### config.mk
export PLATFORM = sky130hd
export DESIGN_NAME = sd_io_arbiter
export DESIGN_NICKNAME = d
export VERILOG_FILES = /design/src/rtl/sd_io_arbiter.sv
export SDC_FILE = /design/constraint.sdc
export NUM_CORES = 1
export LEC_CHECK = 0
export BUFFER_PORTS_ARGS = -buffer_cell sky130_fd_sc_hd__buf_2
export CAP_MARGIN = 20
export CORE_MARGIN = 3
export CORE_UTILIZATION = 46
export CTS_BUF_LIST = sky130_fd_sc_hd__clkbuf_16
export DETAILED_ROUTE_END_ITERATION = 6
export HOLD_SLACK_MARGIN = 0.05
export PLACE_DENSITY_LB_ADDON = 0.25
export SYNTH_ARGS = -nofsm -noshare
export SYNTH_HDL_FRONTEND = slang
export SYNTH_HIERARCHICAL = 1
export SYNTH_SLANG_ARGS = --single-unit
export TNS_END_PERCENT = 30
### constraint.sdc
create_clock -name clk -period 5.3 [get_ports clk]
set_clock_uncertainty 0.1 [all_clocks]
set_input_delay 1.06 -clock clk [delete_from_list [all_inputs] [get_ports clk]]
set_output_delay 1.06 -clock clk [all_outputs]
set_load 0.01 [all_outputs]
### src/rtl/sd_io_arbiter.sv
// sd_io_arbiter
//   Shares the single host SD block-device channel between NUM_CLIENTS block
//   requesters (internal floppy, external floppy, SCSI disk). One whole sector
//   transaction is granted at a time, round-robin, and only the granted client
//   sees busy/done/data strobes. Write data is muxed from the granted client.
//
//   Optional build macro: ARB_TIMEOUT_EN
//     Adds a watchdog in ISSUE; if the host never raises hps_busy within
//     TIMEOUT cycles the request is dropped and cl_err pulses with cl_done.
//     Also adds the cl_err output port.
//
// Ports
//   clk, rst            clock, asynchronous active-low reset
//   cl_lba/cl_rd/cl_wr  per-client sector address and request levels
//   cl_dout             per-client write byte for the current sd_addr
//   cl_busy/cl_done     per-client busy level and completion pulse
//   cl_data_en          per-client read-data strobe (granted client only)
//   cl_err              per-client timeout pulse (ARB_TIMEOUT_EN only)
//   sd_addr/sd_data_in  broadcast byte index and read data from the host
//   hps_*               host-side request, handshake and data path

// Per-client slice of the data path: gates the read strobe and the write byte
// so only the granted client is visible.
module sd_io_arb_lane (
    input  logic       sel,
    input  logic       xfer,
    input  logic       hps_data_en,
    input  logic [7:0] din,
    output logic       data_en,
    output logic [7:0] dout
);
    assign data_en = sel & xfer & hps_data_en;
    assign dout    = sel ? din : 8'h00;
endmodule

module sd_io_arbiter #(
    parameter int          NUM_CLIENTS = 3,
    parameter int          LBA_W       = 32,
    parameter logic [23:0] TIMEOUT     = 24'd1000000
) (
    input  logic                         clk,
    input  logic                         rst,
    input  logic [NUM_CLIENTS*LBA_W-1:0] cl_lba,
    input  logic [NUM_CLIENTS-1:0]       cl_rd,
    input  logic [NUM_CLIENTS-1:0]       cl_wr,
    input  logic [NUM_CLIENTS*8-1:0]     cl_dout,
    output logic [NUM_CLIENTS-1:0]       cl_busy,
    output logic [NUM_CLIENTS-1:0]       cl_done,
    output logic [NUM_CLIENTS-1:0]       cl_data_en,
`ifdef ARB_TIMEOUT_EN
    output logic [NUM_CLIENTS-1:0]       cl_err,
`endif
    output logic [8:0]                   sd_addr,
    output logic [7:0]                   sd_data_in,
    output logic [LBA_W-1:0]             hps_lba,
    output logic [1:0]                   hps_img,
    output logic                         hps_rd,
    output logic                         hps_wr,
    input  logic                         hps_busy,
    input  logic                         hps_data_en,
    input  logic [8:0]                   hps_addr,
    input  logic [7:0]                   hps_din,
    output logic [7:0]                   hps_dout
);
    localparam int GW = (NUM_CLIENTS > 1) ? $clog2(NUM_CLIENTS) : 1;

    typedef enum logic [1:0] {IDLE, ISSUE, XFER, RELEASE} state_t;

    state_t                        state;
    logic [GW-1:0]                 grant;
    logic [GW-1:0]                 rr_ptr;
    logic [NUM_CLIENTS-1:0]        pend;
    logic [NUM_CLIENTS-1:0]        gsel;     // one-hot of registered grant
    logic [NUM_CLIENTS-1:0]        sel_oh;   // one-hot of candidate in IDLE
    logic [GW-1:0]                 sel_idx;
    logic                          sel_vld;
    logic [GW:0]                   rr_sum;
    logic [LBA_W-1:0]              sel_lba;
    logic                          sel_wr;
    logic [GW-1:0]                 grant_nxt;
    logic [NUM_CLIENTS-1:0][7:0]   lane_dout;

    assign pend       = cl_rd | cl_wr;
    assign sd_addr    = hps_addr;
    assign sd_data_in = hps_din;
    assign grant_nxt  = (grant == GW'(NUM_CLIENTS - 1)) ? '0 : grant + GW'(1);

    // Round-robin pick: walk offsets from the far end so the pending client
    // closest to rr_ptr is the one left in sel_idx.
    always_comb begin
        sel_idx = '0;
        sel_vld = 1'b0;
        rr_sum  = '0;
        for (int k = NUM_CLIENTS - 1; k >= 0; k--) begin
            rr_sum = {1'b0, rr_ptr} + (GW+1)'(k);
            if (rr_sum >= (GW+1)'(NUM_CLIENTS))
                rr_sum = rr_sum - (GW+1)'(NUM_CLIENTS);
            if (pend[rr_sum[GW-1:0]]) begin
                sel_idx = rr_sum[GW-1:0];
                sel_vld = 1'b1;
            end
        end
    end

    always_comb begin
        sel_lba = '0;
        sel_wr  = 1'b0;
        for (int i = 0; i < NUM_CLIENTS; i++) begin
            if (sel_oh[i]) begin
                sel_lba = cl_lba[i*LBA_W +: LBA_W];
                sel_wr  = cl_wr[i];
            end
        end
    end

    genvar gi;
    generate
        for (gi = 0; gi < NUM_CLIENTS; gi++) begin : g_lane
            assign gsel[gi]   = (grant == GW'(gi));
            assign sel_oh[gi] = (sel_idx == GW'(gi));
            sd_io_arb_lane u_lane (
                .sel         (gsel[gi]),
                .xfer        (state == XFER),
                .hps_data_en (hps_data_en),
                .din         (cl_dout[gi*8 +: 8]),
                .data_en     (cl_data_en[gi]),
                .dout        (lane_dout[gi])
            );
        end
    endgenerate

    // Non-granted lanes drive zero, so an OR is the write-data mux.
    always_comb begin
        hps_dout = 8'h00;
        for (int i = 0; i < NUM_CLIENTS; i++)
            hps_dout = hps_dout | lane_dout[i];
    end

`ifdef ARB_TIMEOUT_EN
    logic [23:0] tmo_cnt;
`else
    logic unused_timeout;
    assign unused_timeout = ^TIMEOUT;
`endif

    always_ff @(posedge clk or negedge rst) begin
        if (!rst) begin
            state   <= IDLE;
            grant   <= '0;
            rr_ptr  <= '0;
            hps_rd  <= 1'b0;
            hps_wr  <= 1'b0;
            hps_lba <= '0;
            hps_img <= '0;
            cl_busy <= '0;
            cl_done <= '0;
`ifdef ARB_TIMEOUT_EN
            cl_err  <= '0;
            tmo_cnt <= '0;
`endif
        end else begin
            cl_done <= '0;
`ifdef ARB_TIMEOUT_EN
            cl_err  <= '0;
`endif
            case (state)
                IDLE: begin
                    // hps_busy here means someone else owns the channel.
                    if (sel_vld && !hps_busy) begin
                        grant   <= sel_idx;
                        hps_lba <= sel_lba;
                        hps_img <= 2'(sel_idx);
                        // Write wins over a simultaneous read; the read
                        // stays pending for a later grant.
                        hps_wr  <= sel_wr;
                        hps_rd  <= ~sel_wr;
                        cl_busy <= sel_oh;
`ifdef ARB_TIMEOUT_EN
                        tmo_cnt <= '0;
`endif
                        state   <= ISSUE;
                    end
                end
                ISSUE: begin
                    if (hps_busy) begin
                        hps_rd <= 1'b0;
                        hps_wr <= 1'b0;
                        state  <= XFER;
                    end
`ifdef ARB_TIMEOUT_EN
                    else if (tmo_cnt == TIMEOUT - 24'd1) begin
                        hps_rd  <= 1'b0;
                        hps_wr  <= 1'b0;
                        cl_busy <= '0;
                        cl_done <= gsel;
                        cl_err  <= gsel;
                        rr_ptr  <= grant_nxt;
                        state   <= RELEASE;
                    end else begin
                        tmo_cnt <= tmo_cnt + 24'd1;
                    end
`endif
                end
                XFER: begin
                    if (!hps_busy) begin
                        cl_busy <= '0;
                        cl_done <= gsel;
                        rr_ptr  <= grant_nxt;
                        state   <= RELEASE;
                    end
                end
                RELEASE: state <= IDLE;
                default: state <= IDLE;
            endcase
        end
    end
endmodule

==> impl_metrics.ini <==
[status]
status = complete, no violations

[setup_path]
arrival_ns = 3.19
crit_fanout = 25
crit_family = simple AND/OR/NAND/NOR gates
critPathSlowestCell = nand2b_1
slowest_delay_ns = 0.48
critical_path_class = in2reg
worst-path-buf-inv = 2
cp_cell_sequence = buf_2, or2_1, a222oi_1, o2111ai_1, nand2b_1, buf_4, o31ai_1
cp-end-kind = register
cp-start-kind = primary input
crit_required_ns = 5.35

[die]
die_area_sq_um = 8217
row_count = 30
core-area_sq_um = 6869
die_h_microns = 90.65
die_w_microns = 90.65
num_io_pins = 217
initial_core_util_pct = 47.98

[yosys]
syn_inst = 377
yosys.area.top_type_share_pct = 34.93
syn_area_per_cell_sq_um = 8.742
netlist_area_sq_um = 3296
post_synth_num_cell_types = 45
synth.net_count = 531
yosysWarnings = 6
ys_ff_latch = 46
yosysTopAreaCell = dfrtp_1
netlist_top_cells_area = dfrtp_1 35%, a221oi_1 8.5%, o31ai_1 7.1%, and2_1 5.9%, o21ai_0 5.6%
ys_seq_area_share_pct = 34.93

[finish]
layout-drive-gt1-share_pct = 42.64
fillers = 654
nets = 683
post-route-util_pct = 63.22
diodes = 0
areaGrowthSynthToFinish_pct = 31.78
layout.cells.non_filler = 626

[grt]
track_usage_pct = 23.77
grt_pass1_wl_microns = 16210
grt_pass1_vias = 3444
grt_overflow = 0
antenna_found_initial = 0
grt_max_degree = 47

[run]
maxCapViolCount = 0

[routing]
postRouteAntennaNets = 0
routed_wl_microns = 9985
via_count = 3515
dr.pass1.iters = 4
avgViaCountPerCell = 5.615
wl_per_cell_microns = 15.95
route.met2.wl_microns = 4921
top_layer_used = met4
drc = 0
met3_length_microns = 885
met1_length_microns = 3929
drt_iter0_markers = 183

[sta]
fmax_mhz = 318.8
tightest_slew_ns = 0.7795
slew_viol_final = 0
period_needed_ns = 3.137
max_slew_margin_pct = 48.04
hold-worst-slack_ns = 0.4078
grt_setup_unrepaired = no
timing.final.crit_share_pct = 59.19
fin_tns_setup_ns = 0
hold_viol_final = 0
finalSetupViolCount = 0

[power]
total_power_uw = 2593
power_density_nw_per_um2 = 597.2
peakVddDrop_uv = 259.5
leakagePower_uw = 0.002202

[clocking]
cts_max_path_buffers = 2
holdBufCountCts = 0
clk_latency_ns = 0.28
path_clk_slew_ns = 0.07
cts_tree = built
root_buffer = clkbuf_16
clock-sinks = 46
cts_setup_buffers = 0
cts_made_buffers = 5
ctsResizeCount = 0
htreeDepth = 2

[place]
io_buffers = 182
globalplace.congestion = 0.8087
placed_cells = 616
place_hpwl_microns = 7307

[worst_hold_path]
hold_class = reg2reg
## cells by family (layout without fill, tap and decap cells)
| logic type | Yosys count | in the layout | share of synthesized area (%) |
|---|---|---|---|
| muxes | 1 | 1 | 0.3417 |
| and+or+nand+nor | 130 | 130 | 22.29 |
| buffers and inverters | 56 | 209 | 9.225 |
| AOI/OAI and AO/OA | 137 | 137 | 30.56 |
| DFF | 46 | 46 | 34.93 |
| adders and majority gates | 7 | 7 | 2.657 |
## cells in the mapped netlist (all sizes together)
master / count
and3: 3
a222oi: 1
buf: 26
mux2: 1
o31ai: 31
dfrtp: 46
nand2b: 3
and2: 55
a221oi: 32
o21ai: 40
o211ai: 3
o2111a: 2
nor3b: 2
or2: 3
o211a: 1
a21oi: 3
ha: 7
a21o: 4
o21a: 4
o32ai: 3
inv: 11
or3: 8
a32oi: 1
a22oi: 2
nand3: 3
and2b: 1
o2111ai: 1
o311ai: 1
nand2: 5
o311a: 1
clkbuf: 19
o2bb2ai: 1
nor2: 36
nor3: 5
a21boi: 1
a211oi: 4
nor2b: 6
a211o: 1
## per-layer routing
layer | vias to the layer above | track usage (%)
li1 | 1683 | -
met1 | 1646 | 28.61
met2 | 160 | 41.07
met3 | 26 | 5.750
met4 | 0 | 8.673
met5 | - | 0
## final timing paths
check                            from          end  slack [ns]  cells after the start
max                          cl_wr[2]  hps_lba[30]        2.16                      7
min                        hps_lba[8]   hps_lba[8]        0.41                      2
max reg2reg                 rr_ptr[0]  hps_lba[30]        2.37                      8
min reg2reg                hps_lba[8]   hps_lba[8]        0.41                      2
max in group asynchronous         rst     state[0]        3.97                      2
min in group asynchronous         rst  hps_lba[17]        0.62                      1
## sequential cells by signal (all words and copies together) (netlist names)
signal	flops
hps_lba	32
grant	2
rr_ptr	2
cl_done	3
hps_rd	1
cl_busy	3
hps_wr	1
state	2
## worst reg2reg max path, cell delays in order, from the launching register on
cell and delay, ns:
dfrtp_1 0.41, inv_1 0.06, ha_1 0.28, and2b_1 0.25
a222oi_1 0.40, o2111ai_1 0.29, nand2b_1 0.48, buf_4 0.38
o31ai_1 0.14
## final cells by class
cell class | instances | area, sq um | area share (%)
multi-input combinational | 275 | 1841 | 42.38
clock inverter | 3 | 41.29 | 0.9507
sequential | 46 | 1151 | 26.51
clock buffer | 5 | 125.1 | 2.881
inverter | 11 | 41.29 | 0.9507
tap | 96 | 120.1 | 2.766
timing repair buffer | 190 | 1023 | 23.57
## cell usage in the layout (no fill, tap or decap), drive strengths merged, types with 6 or more instances in the layout
cell type / instances
ha: 7
o31ai: 31
or3: 8
inv: 12
dfrtp: 46
buf: 190
a221oi: 32
and2: 55
nor2b: 6
o21ai: 40
nor2: 36
## power by group
group | switching, uW | leakage (uW) | internal [uW] | total, uW
combinational | 966 | 0.00154 | 682 | 1650
clock | 127 | 0.0000812 | 221 | 348
sequential | 85.6 | 0.000581 | 512 | 598
## through the flow
step                setup WS, ns  cell area, sq um
finish                     2.163              4343
global route               2.008              4343
CTS                        1.928              4295
detailed placement         1.687              4129
global placement           1.803              4101
floorplan                  2.509              3296
Power figures use the tool's default switching activity.
